--- src/rtl/rm_led_monitor_pkg.sv ---
// Shared types and helpers for the rotating-LED bus monitor: direction codes, FSM states,
// step classification and 4-bit one-hot/rotate helpers.
package rm_led_monitor_pkg;

  localparam logic [1:0] DIR_UNKNOWN = 2'b00;
  localparam logic [1:0] DIR_LEFT    = 2'b01;
  localparam logic [1:0] DIR_RIGHT   = 2'b10;
  localparam logic [1:0] DIR_STALL   = 2'b11;

  typedef enum logic [1:0] {
    StSync,
    StTrack,
    StDecoupled,
    StSettleWait
  } state_e;

  typedef struct packed {
    logic pattern_err;
    logic left;
    logic right;
    logic stall;
    logic seq_err;
  } step_class_t;

  function automatic logic [3:0] rotl4(input logic [3:0] v);
    return {v[2:0], v[3]};
  endfunction

  function automatic logic [3:0] rotr4(input logic [3:0] v);
    return {v[0], v[3:1]};
  endfunction

  function automatic logic is_onehot4(input logic [3:0] v);
    return (v != 4'd0) && ((v & (v - 4'd1)) == 4'd0);
  endfunction

endpackage

--- src/rtl/rm_led_monitor_if.sv ---
// LED bus between the board-side controller (master) and the monitor (slave).
interface rm_led_monitor_if #(
  parameter int unsigned CNT_W = 16
);
  logic             en;
  logic             decouple;
  logic             clr;
  logic [3:0]       led_in;
  logic [3:0]       led_out;
  logic [1:0]       dir;
  logic             locked;
  logic [CNT_W-1:0] step_cnt;
  logic             err;
  logic [CNT_W-1:0] err_cnt;

  modport master (
    output en, decouple, clr, led_in,
    input  led_out, dir, locked, step_cnt, err, err_cnt
  );

  modport slave (
    input  en, decouple, clr, led_in,
    output led_out, dir, locked, step_cnt, err, err_cnt
  );
endinterface

--- src/rtl/rm_led_monitor_step_decode.sv ---
// Classifies a new LED sample against the previous valid one.
module rm_led_monitor_step_decode
  import rm_led_monitor_pkg::*;
(
  input  logic [3:0]  prev_i,
  input  logic [3:0]  sample_i,
  output step_class_t cls_o
);

  always_comb begin
    cls_o = '0;
    if (!is_onehot4(sample_i)) begin
      cls_o.pattern_err = 1'b1;
    end else if (sample_i == rotl4(prev_i)) begin
      cls_o.left = 1'b1;
    end else if (sample_i == rotr4(prev_i)) begin
      cls_o.right = 1'b1;
    end else if (sample_i == prev_i) begin
      cls_o.stall = 1'b1;
    end else begin
      cls_o.seq_err = 1'b1;
    end
  end

endmodule

--- src/rtl/rm_led_monitor.sv ---
// Static-region monitor for the reconfigurable partition's rotating one-hot LED bus:
// tracks direction, counts steps and errors, and masks reconfiguration windows.
module rm_led_monitor
  import rm_led_monitor_pkg::*;
#(
  parameter int unsigned CNT_W  = 16,
  parameter int unsigned SETTLE = 4
) (
  input  logic             clk,
  input  logic             reset,
  rm_led_monitor_if.slave  bus_io
);

  state_e           state_q, state_d;
  logic             en_q;
  logic [1:0]       dir_q, dir_d;
  logic [3:0]       led_q, led_d;
  logic [3:0]       prev_q, prev_d;
  logic [7:0]       settle_q, settle_d;
  logic [CNT_W-1:0] step_q, step_d;
  logic [CNT_W-1:0] errc_q, errc_d;
  logic             err_q, err_d;
  logic             step_inc, err_ev;
  step_class_t      cls;

  rm_led_monitor_step_decode u_decode (
    .prev_i   (prev_q),
    .sample_i (bus_io.led_in),
    .cls_o    (cls)
  );

  always_ff @(posedge clk or posedge reset) begin
    if (reset) begin
      state_q  <= StSync;
      en_q     <= 1'b0;
      dir_q    <= DIR_UNKNOWN;
      led_q    <= 4'd0;
      prev_q   <= 4'd0;
      settle_q <= 8'd0;
      step_q   <= '0;
      errc_q   <= '0;
      err_q    <= 1'b0;
    end else begin
      state_q  <= state_d;
      en_q     <= bus_io.en;
      dir_q    <= dir_d;
      led_q    <= led_d;
      prev_q   <= prev_d;
      settle_q <= settle_d;
      step_q   <= step_d;
      errc_q   <= errc_d;
      err_q    <= err_d;
    end
  end

  // decouple wins over any same-cycle sample; en_q marks the post-step sample point.
  always_comb begin
    state_d  = state_q;
    dir_d    = dir_q;
    led_d    = led_q;
    prev_d   = prev_q;
    settle_d = settle_q;
    step_inc = 1'b0;
    err_ev   = 1'b0;
    if (bus_io.decouple) begin
      state_d = StDecoupled;
    end else begin
      unique case (state_q)
        StSync: begin
          if (en_q) begin
            if (cls.pattern_err) begin
              err_ev = 1'b1;
            end else begin
              prev_d  = bus_io.led_in;
              led_d   = bus_io.led_in;
              state_d = StTrack;
            end
          end
        end
        StTrack: begin
          if (en_q) begin
            if (cls.pattern_err || cls.seq_err ||
                (cls.left && dir_q == DIR_RIGHT) || (cls.right && dir_q == DIR_LEFT)) begin
              err_ev  = 1'b1;
              state_d = StSync;
            end else if (cls.left || cls.right) begin
              dir_d    = cls.left ? DIR_LEFT : DIR_RIGHT;
              prev_d   = bus_io.led_in;
              led_d    = bus_io.led_in;
              step_inc = 1'b1;
            end else if (cls.stall && dir_q == DIR_UNKNOWN) begin
              dir_d = DIR_STALL;
            end
          end
        end
        StDecoupled: begin
          settle_d = 8'(SETTLE);
          state_d  = StSettleWait;
        end
        StSettleWait: begin
          settle_d = settle_q - 8'd1;
          // Forget direction so the next loaded module may rotate either way.
          if (settle_q <= 8'd1) begin
            settle_d = 8'd0;
            dir_d    = DIR_UNKNOWN;
            state_d  = StSync;
          end
        end
        default: state_d = StSync;
      endcase
    end
  end

  always_comb begin
    step_d = step_q;
    errc_d = errc_q;
    err_d  = err_q | err_ev;
    if (step_inc && step_q != '1) step_d = step_q + 1'b1;
    if (err_ev && errc_q != '1) errc_d = errc_q + 1'b1;
    if (bus_io.clr) begin
      step_d = '0;
      errc_d = '0;
      err_d  = 1'b0;
    end
  end

  always_comb begin
    bus_io.led_out  = led_q;
    bus_io.dir      = dir_q;
    bus_io.locked   = (state_q == StTrack);
    bus_io.step_cnt = step_q;
    bus_io.err      = err_q;
    bus_io.err_cnt  = errc_q;
  end

endmodule

--- src/flat_wrapper.sv ---
// flat-port wrapper written by rule: the top's interface ports become plain ports
module rm_led_monitor_flat import rm_led_monitor_pkg::*;
#(
  parameter int unsigned CNT_W  = 16,
  parameter int unsigned SETTLE = 4
)
  (clk, reset, bus_io_en, bus_io_decouple, bus_io_clr, bus_io_led_in, bus_io_led_out, bus_io_dir, bus_io_locked, bus_io_step_cnt, bus_io_err, bus_io_err_cnt);
  rm_led_monitor_if #(.CNT_W(CNT_W)) bus_io_i ();
  input  logic clk;
  input  logic reset;
  input wire logic [$bits(bus_io_i.en)-1:0] bus_io_en;
  input wire logic [$bits(bus_io_i.decouple)-1:0] bus_io_decouple;
  input wire logic [$bits(bus_io_i.clr)-1:0] bus_io_clr;
  input wire logic [$bits(bus_io_i.led_in)-1:0] bus_io_led_in;
  output wire logic [$bits(bus_io_i.led_out)-1:0] bus_io_led_out;
  output wire logic [$bits(bus_io_i.dir)-1:0] bus_io_dir;
  output wire logic [$bits(bus_io_i.locked)-1:0] bus_io_locked;
  output wire logic [$bits(bus_io_i.step_cnt)-1:0] bus_io_step_cnt;
  output wire logic [$bits(bus_io_i.err)-1:0] bus_io_err;
  output wire logic [$bits(bus_io_i.err_cnt)-1:0] bus_io_err_cnt;
  assign bus_io_i.en = bus_io_en;
  assign bus_io_i.decouple = bus_io_decouple;
  assign bus_io_i.clr = bus_io_clr;
  assign bus_io_i.led_in = bus_io_led_in;
  assign bus_io_led_out = bus_io_i.led_out;
  assign bus_io_dir = bus_io_i.dir;
  assign bus_io_locked = bus_io_i.locked;
  assign bus_io_step_cnt = bus_io_i.step_cnt;
  assign bus_io_err = bus_io_i.err;
  assign bus_io_err_cnt = bus_io_i.err_cnt;
  rm_led_monitor #(.CNT_W(CNT_W), .SETTLE(SETTLE)) u_core (.clk(clk), .reset(reset), .bus_io(bus_io_i));
endmodule
--- config.mk ---
export PLATFORM = sky130hd
export DESIGN_NAME = rm_led_monitor_flat
export DESIGN_NICKNAME = d
export VERILOG_FILES = /design/src/rtl/rm_led_monitor_pkg.sv /design/src/rtl/rm_led_monitor_if.sv /design/src/rtl/rm_led_monitor_step_decode.sv /design/src/rtl/rm_led_monitor.sv /design/src/flat_wrapper.sv
export SDC_FILE = /design/constraint.sdc
export NUM_CORES = 1
export LEC_CHECK = 0
export ABC_AREA = 0
export CORE_MARGIN = 2
export CORE_UTILIZATION = 54
export DETAILED_ROUTE_END_ITERATION = 10
export PLACE_DENSITY = 0.8
export REMOVE_ABC_BUFFERS = 1
export SYNTH_ARGS = -nofsm -noshare
export SYNTH_HDL_FRONTEND = slang
export SYNTH_SLANG_ARGS = --single-unit
--- constraint.sdc ---
create_clock -name clk -period 2.75 [get_ports clk]
set_input_delay 0.825 -clock clk [delete_from_list [all_inputs] [get_ports clk]]
set_output_delay 0.825 -clock clk [all_outputs]
set_load 0.05 [all_outputs]
==> impl_metrics.json, run 1 <==
{
  "worstSetupPathType": "input pin to flop",
  "design_area_sq_mm": 0.00406,
  "syn_inst": 323,
  "synth_async_sr_flop_share_pct": 100,
  "areaGrowthSynthToFinish_pct": 33.9,
  "yosys.area_share.adder_pct": 1.65,
  "worstPathArrival_ns": 2.94,
  "track_usage_pct": 26.0,
  "post-dp-hpwl_um": 5250,
  "grt_max_degree": 51,
  "detail_route.wl_per_cell_um": 16.5,
  "cts_tree": "yes",
  "synth_edf_count": 0,
  "finClkSkew_ns": 0.00704,
  "ys_types": 51,
  "io_pins": 49,
  "yosys-mux-area-fraction_pct": 5.07,
  "drive_gt1_share_pct": 22.2,
  "hold_start": "u_core.settle_q[4]$_DFFE_PP0P_",
  "routed_wl_um": 7850,
  "fin_crit_sh_pct": 99.6,
  "worstHoldPathType": "flop to flop",
  "grt_pass1_wl_um": 13100,
  "post-route-min-period_ns": 2.74,
  "synthesis.area_sq_mm": 0.00303,
  "avgSynthCellArea_sq_um": 9.39,
  "vias": 2883,
  "yosys-top-cells-area": "dfrtp_1, xnor2_1, nor2_1",
  "numCtsBuffers": 5,
  "ys_seq_area_share_pct": 41.2,
  "grt_overflow": 0,
  "hold_end": "u_core.settle_q[4]$_DFFE_PP0P_",
  "fp.dieW_um": 79.0,
  "reg2reg_slack_ns": 0.34,
  "grt_pass1_vias": 2843,
  "ir_drop_mv": 0.306,
  "max-slew-margin-rel_pct": 59.6,
  "rows": 27,
  "crit_path_start_kind": "input pin",
  "whs_path_depth": 1,
  "fillers": 428,
  "start_util_pct": 55.4,
  "dieHeight_um": 79.0,
  "crit_path_end_kind": "flop",
  "synth_top_area_share_pct": 41.2,
  "r2r_start": "u_core.bus_io.led_out[2]$_DFFE_PP0P_",
  "powerDensity_mw_per_mm2": 545,
  "reg2reg_depth": 8,
  "htreeDepth": 2,
  "cts_root_buf": "clkbuf_8",
  "synth_top_family_by_area": "simple AND/OR/NAND/NOR gates",
  "synth_top_area_cell": "dfrtp_1",
  "dpl-instance-area_sq_mm": 0.00380,
  "fmax_mhz": 365,
  "worstPathMaxFanout": 7,
  "rsz0062_at_grt": "yes",
  "ant_nets": 0,
  "worst_slew_pin_slew_ns": 0.599,
  "insertedDiodeCount": 0,
  "yosys_most_used_dff": "dfrtp_1",
  "setup_viol": 0,
  "holdWs_ns": 0.489,
  "post_drt_via_cell_ratio": 6.04,
  "drv_cap": 0,
  "worstSkewPairLatency_ns": 0.29,
  "crit_required_ns": 2.95,
  "antenna_found_initial": 0,
  "yosys_register_bits": 50,
  "drtPass1Iterations": 4,
  "io_buffers": 48,
  "leakage_uw": 0.00167,
  "r2r_end": "u_core.bus_io.err_cnt[6]$_DFFE_PP0P_",
  "synth_compound_area_share_pct": 12.6,
  "yosysWarnings": 0,
  "fp.dieArea_sq_mm": 0.00623,
  "slew_viol_final": 0,
  "cts.clk_slew.worst_paths_ns": 0.09,
  "hold_viol": 0,
  "outcome": "complete, no violations",
  "gp_congestion": 0.823,
  "drc_errors": 0,
  "synth_xor_area_share_pct": 7.22,
  "core_area_sq_mm": 0.00547,
  "nets": 417,
  "cts_sinks": 50,
  "cts_buffer_depth": 2,
  "dr.first_iter.drc_count": 220,
  "yosys.area_share.simple_pct": 28.2
}
[cells in the final DEF (no fill, tap or decap), types with 5 or more instances in the layout]
master	n
a21oi_1	12
buf_4	27
buf_6	10
clkbuf_8	6
clkdlybuf4s50_1	43
dfrtp_1	50
inv_1	7
mux2_2	11
nand2_1	21
nand2b_1	8
nand3_1	17
nand4_1	6
nor2_1	33
nor2b_1	10
nor3b_1	5
nor4_1	10
o21ai_0	11
o31ai_1	6
or3_1	5
xnor2_1	16
xor2_1	9
[stage by stage]
step	utilization [%]	setup TNS, ns	instances	power (uW)	setup slack, ns
2_1_floorplan	-	-4.05	308	1410	-0.284
6_report	74.2	0	477	2220	0.00979
4_1_cts	73.5	0	475	2200	0.00531
3_5_place_dp	69.5	-23.79	462	1730	-0.714
5_1_grt	74.2	-0.00179	477	2350	-0.00179
3_3_place_gp	69.5	-19.92	462	1690	-0.575
[kinds of logic after synthesis]
| kind of cell | count (synthesis) |
|---|---|
| buffers and inverters | 23 |
| and+or+nand+nor | 152 |
| DFF | 50 |
| xor gates and xnor gates | 25 |
| AOI/OAI and AO/OA | 55 |
| adders and majority gates | 4 |
| muxes | 14 |
[worst max path at each step]
| stage | to | depth (start not counted) | start |
|---|---|---|---|
| after floorplan | u_core.bus_io.err_cnt[8]$_DFFE_PP0P_ | 6 | bus_io_led_in[0] |
| after global placement | u_core.bus_io.err_cnt[7]$_DFFE_PP0P_ | 9 | bus_io_led_in[0] |
| after detailed placement | u_core.bus_io.err_cnt[7]$_DFFE_PP0P_ | 9 | bus_io_led_in[2] |
| after CTS | u_core.bus_io.step_cnt[3]$_DFFE_PP0P_ | 8 | bus_io_led_in[2] |
| after global routing | u_core.bus_io.err_cnt[11]$_DFFE_PP0P_ | 9 | bus_io_led_in[0] |
| final | u_core.bus_io.err_cnt[11]$_DFFE_PP0P_ | 9 | bus_io_led_in[0] |
[Yosys cell counts, types with 7 or more instances]
cell	n
nand2_1	21
nor4_1	14
nand3_1	17
inv_1	8
xor2_1	9
a21oi_1	15
o21ai_0	12
clkbuf_1	7
nand2b_1	8
xnor2_1	16
nor2_1	33
dfrtp_1	50
nor2b_1	10
mux2_2	11
[worst max-delay path, stage by stage]
cell	delay (ns)
buf_2	0.12
or4b_4	0.54
o311a_1	0.15
a221o_2	0.42
buf_6	0.16
o311ai_4	0.31
buf_6	0.17
nor3_1	0.05
o21ba_2	0.19
[sequential cells by signal, summed over array words and instances (netlist names)]
name,flops
u_core.en_q,1
u_core.bus_io.err,1
u_core.settle_q,8
u_core.bus_io.led_out,4
u_core.state_q,2
u_core.bus_io.step_cnt,16
u_core.bus_io.err_cnt,16
u_core.bus_io.dir,2
[what timing repair did]
action | 4_1_cts | 5_1_grt
cloned | 2 | 0
endpoints found under the setup margin | 40 | 29
resized for setup | 28 | 15
hold buffers | 0 | 0
pin swaps | 12 | 11
endpoints found under the hold margin | 0 | 0
buffers inserted | 4 | 2
[area by class of cell]
type | count | area (sq um) | share of cell area, %
Sequential cell | 50 | 1250 | 30.8
Clock inverter | 1 | 5.00 | 0.123
Multi-Input combinational cell | 251 | 1770 | 43.5
Tap cell | 72 | 90.1 | 2.22
Timing Repair Buffer | 88 | 831 | 20.5
Clock buffer | 7 | 86.3 | 2.13
Inverter | 8 | 30.0 | 0.739
[report_power, final]
| part | switching [uW] | total [uW] | internal, uW |
|---|---|---|---|
| clock network | 232 | 435 | 203 |
| logic | 474 | 843 | 369 |
| registers | 119 | 937 | 818 |
[per-layer routing]
| metal | share of wire (%) | track usage (%) |
|---|---|---|
| met1 | 43 | 34.3 |
| met2 | 49 | 42.1 |
| met3 | 5.3 | 4.77 |
| met4 | 2.5 | 10.9 |
| met5 | 0 | 0 |
(Power assumes the default switching activity.)
==> run 2, diff against run 1 <==
--- a/config.mk
+++ b/config.mk
@@ -6,8 +6,8 @@
 export NUM_CORES = 1
 export LEC_CHECK = 0
 export ABC_AREA = 0
-export CORE_MARGIN = 2
 export CORE_UTILIZATION = 54
+export CTS_CLUSTER_SIZE = 14
 export DETAILED_ROUTE_END_ITERATION = 10
 export PLACE_DENSITY = 0.8
 export REMOVE_ABC_BUFFERS = 1
==> impl_metrics.json, run 2 (synthesis gave the netlist of run 1 again) <==
{
  "cts_sinks": 50,
  "track_usage_pct": 27.2,
  "worstSkewPairLatency_ns": 0.29,
  "numCtsBuffers": 5,
  "drtPass1Iterations": 4,
  "antenna_found_initial": 0,
  "grt_max_degree": 44,
  "start_util_pct": 57.6,
  "ant_nets": 0,
  "routed_wl_um": 7710,
  "post_drt_via_cell_ratio": 5.99,
  "rows": 26,
  "layout_commonest_cell": "dfrtp_1",
  "drc_errors": 0,
  "gp_congestion": 0.831,
  "ir_drop_mv": 0.376,
  "holdWs_ns": 0.498,
  "powerDensity_mw_per_mm2": 541,
  "worstSetupPathType": "input pin to flop",
  "vias": 2846,
  "grt_pass1_vias": 2709,
  "grt_pass1_wl_um": 12900,
  "grt_overflow": 0,
  "r2r_start": "u_core.bus_io.led_out[1]$_DFFE_PP0P_",
  "slew_viol_final": 0,
  "cts_root_buf": "clkbuf_8",
  "fin_util_pct": 79.4,
  "hold_end": "u_core.settle_q[4]$_DFFE_PP0P_",
  "post-dp-hpwl_um": 4980,
  "cts.clk_slew.worst_paths_ns": 0.09,
  "max-slew-margin-rel_pct": 63.6,
  "detail_route.wl_per_cell_um": 16.2,
  "areaGrowthSynthToFinish_pct": 37.9,
  "cts_buffer_depth": 2,
  "hold_start": "u_core.settle_q[4]$_DFFE_PP0P_",
  "fin_crit_sh_pct": 98.7,
  "leakage_uw": 0.00175,
  "crit_required_ns": 2.93,
  "dr.first_iter.drc_count": 202,
  "worstPathArrival_ns": 2.90,
  "reg2reg_depth": 10,
  "r2r_end": "u_core.bus_io.err_cnt[7]$_DFFE_PP0P_",
  "crit_path_end_kind": "flop",
  "fp.dieW_um": 77.0,
  "worstPathMaxFanout": 6,
  "post-route-min-period_ns": 2.71,
  "worst_slew_pin_slew_ns": 0.542,
  "cts_tree": "yes",
  "core_area_sq_mm": 0.00527,
  "outcome": "complete, no violations",
  "io_pins": 49,
  "rsz0062_at_grt": "yes",
  "whs_path_depth": 1,
  "hold_viol": 0,
  "reg2reg_slack_ns": 0.33,
  "insertedDiodeCount": 0,
  "setup_viol": 0,
  "htreeDepth": 2,
  "fmax_mhz": 369,
  "nets": 417,
  "finClkSkew_ns": 0.00325,
  "mostFrequentLayoutCells": "dfrtp_1, clkdlybuf4s50_1, nor2_1",
  "crit_path_start_kind": "input pin",
  "dieHeight_um": 77.0,
  "io_buffers": 48,
  "total_power_uw": 2260,
  "worstHoldPathType": "flop to flop",
  "drive_gt1_share_pct": 24.0,
  "drv_cap": 0,
  "fp.dieArea_sq_mm": 0.00592
}
-- run 2: power by group --
| group | total, uW | internal (uW) | switching (uW) |
|---|---|---|---|
| sequential | 936 | 818 | 118 |
| combinational | 835 | 360 | 475 |
| clock | 491 | 254 | 236 |
| total | 2260 | 1430 | 830 |
-- run 2: layout make-up --
type                            instances  area, sq um
Timing Repair Buffer                   89          850
Inverter                                8         30.0
Clock buffer                            8          110
Fill cell                             346         1090
Multi-Input combinational cell        250         1850
Sequential cell                        50         1250
Tap cell                               70         87.6
-- run 2: worst max path at each step --
stage	to	from	cells after the start	slack, ns
finish	u_core.bus_io.step_cnt[7]$_DFFE_PP0P_	bus_io_led_in[3]	8	0.04
global route	u_core.bus_io.step_cnt[7]$_DFFE_PP0P_	bus_io_led_in[0]	8	-0.04
CTS	u_core.bus_io.step_cnt[7]$_DFFE_PP0P_	bus_io_led_in[3]	8	0.002
detailed placement	u_core.bus_io.err_cnt[4]$_DFFE_PP0P_	bus_io_led_in[0]	10	-0.74
global placement	u_core.bus_io.err_cnt[4]$_DFFE_PP0P_	bus_io_led_in[0]	10	-0.65
floorplan	u_core.bus_io.err_cnt[8]$_DFFE_PP0P_	bus_io_led_in[0]	6	-0.28
-- run 2: stage by stage --
step	cells	worst slack, ns	instance area, sq um	setup TNS [ns]
3_5_place_dp	458	-0.741	3770	-23.09
4_1_cts	474	0.00194	4150	0
3_3_place_gp	458	-0.649	3770	-20.70
5_1_grt	475	-0.0381	4180	-0.0381
2_1_floorplan	308	-0.284	2940	-4.05
6_report	475	0.0364	4180	0
-- run 2: metal layers --
| metal | up-vias | track usage, % | wire, um |
|---|---|---|---|
| met5 | - | 0 | 0 |
| met1 | 1406 | 35.9 | 3400 |
| met4 | 0 | 7.69 | 108 |
| li1 | 1333 | - | - |
| met2 | 98 | 46.5 | 3860 |
| met3 | 9 | 3.81 | 342 |
-- run 2: worst max-delay path, stage by stage --
cell and delay (ns):
buf_2 0.12, or4b_4 0.53, o311a_1 0.14, a221o_1 0.34
buf_6 0.17, nor3_4 0.26, nand4_1 0.19, mux2_4 0.33
-- run 2: repair_timing --
item                       4_1_cts  5_1_grt
gates cloned                     0        0
pin swaps                       19       10
setup endpoints to repair       40       34
buffers inserted                10        1
hold buffers                     0        0
gates resized for setup         43       17
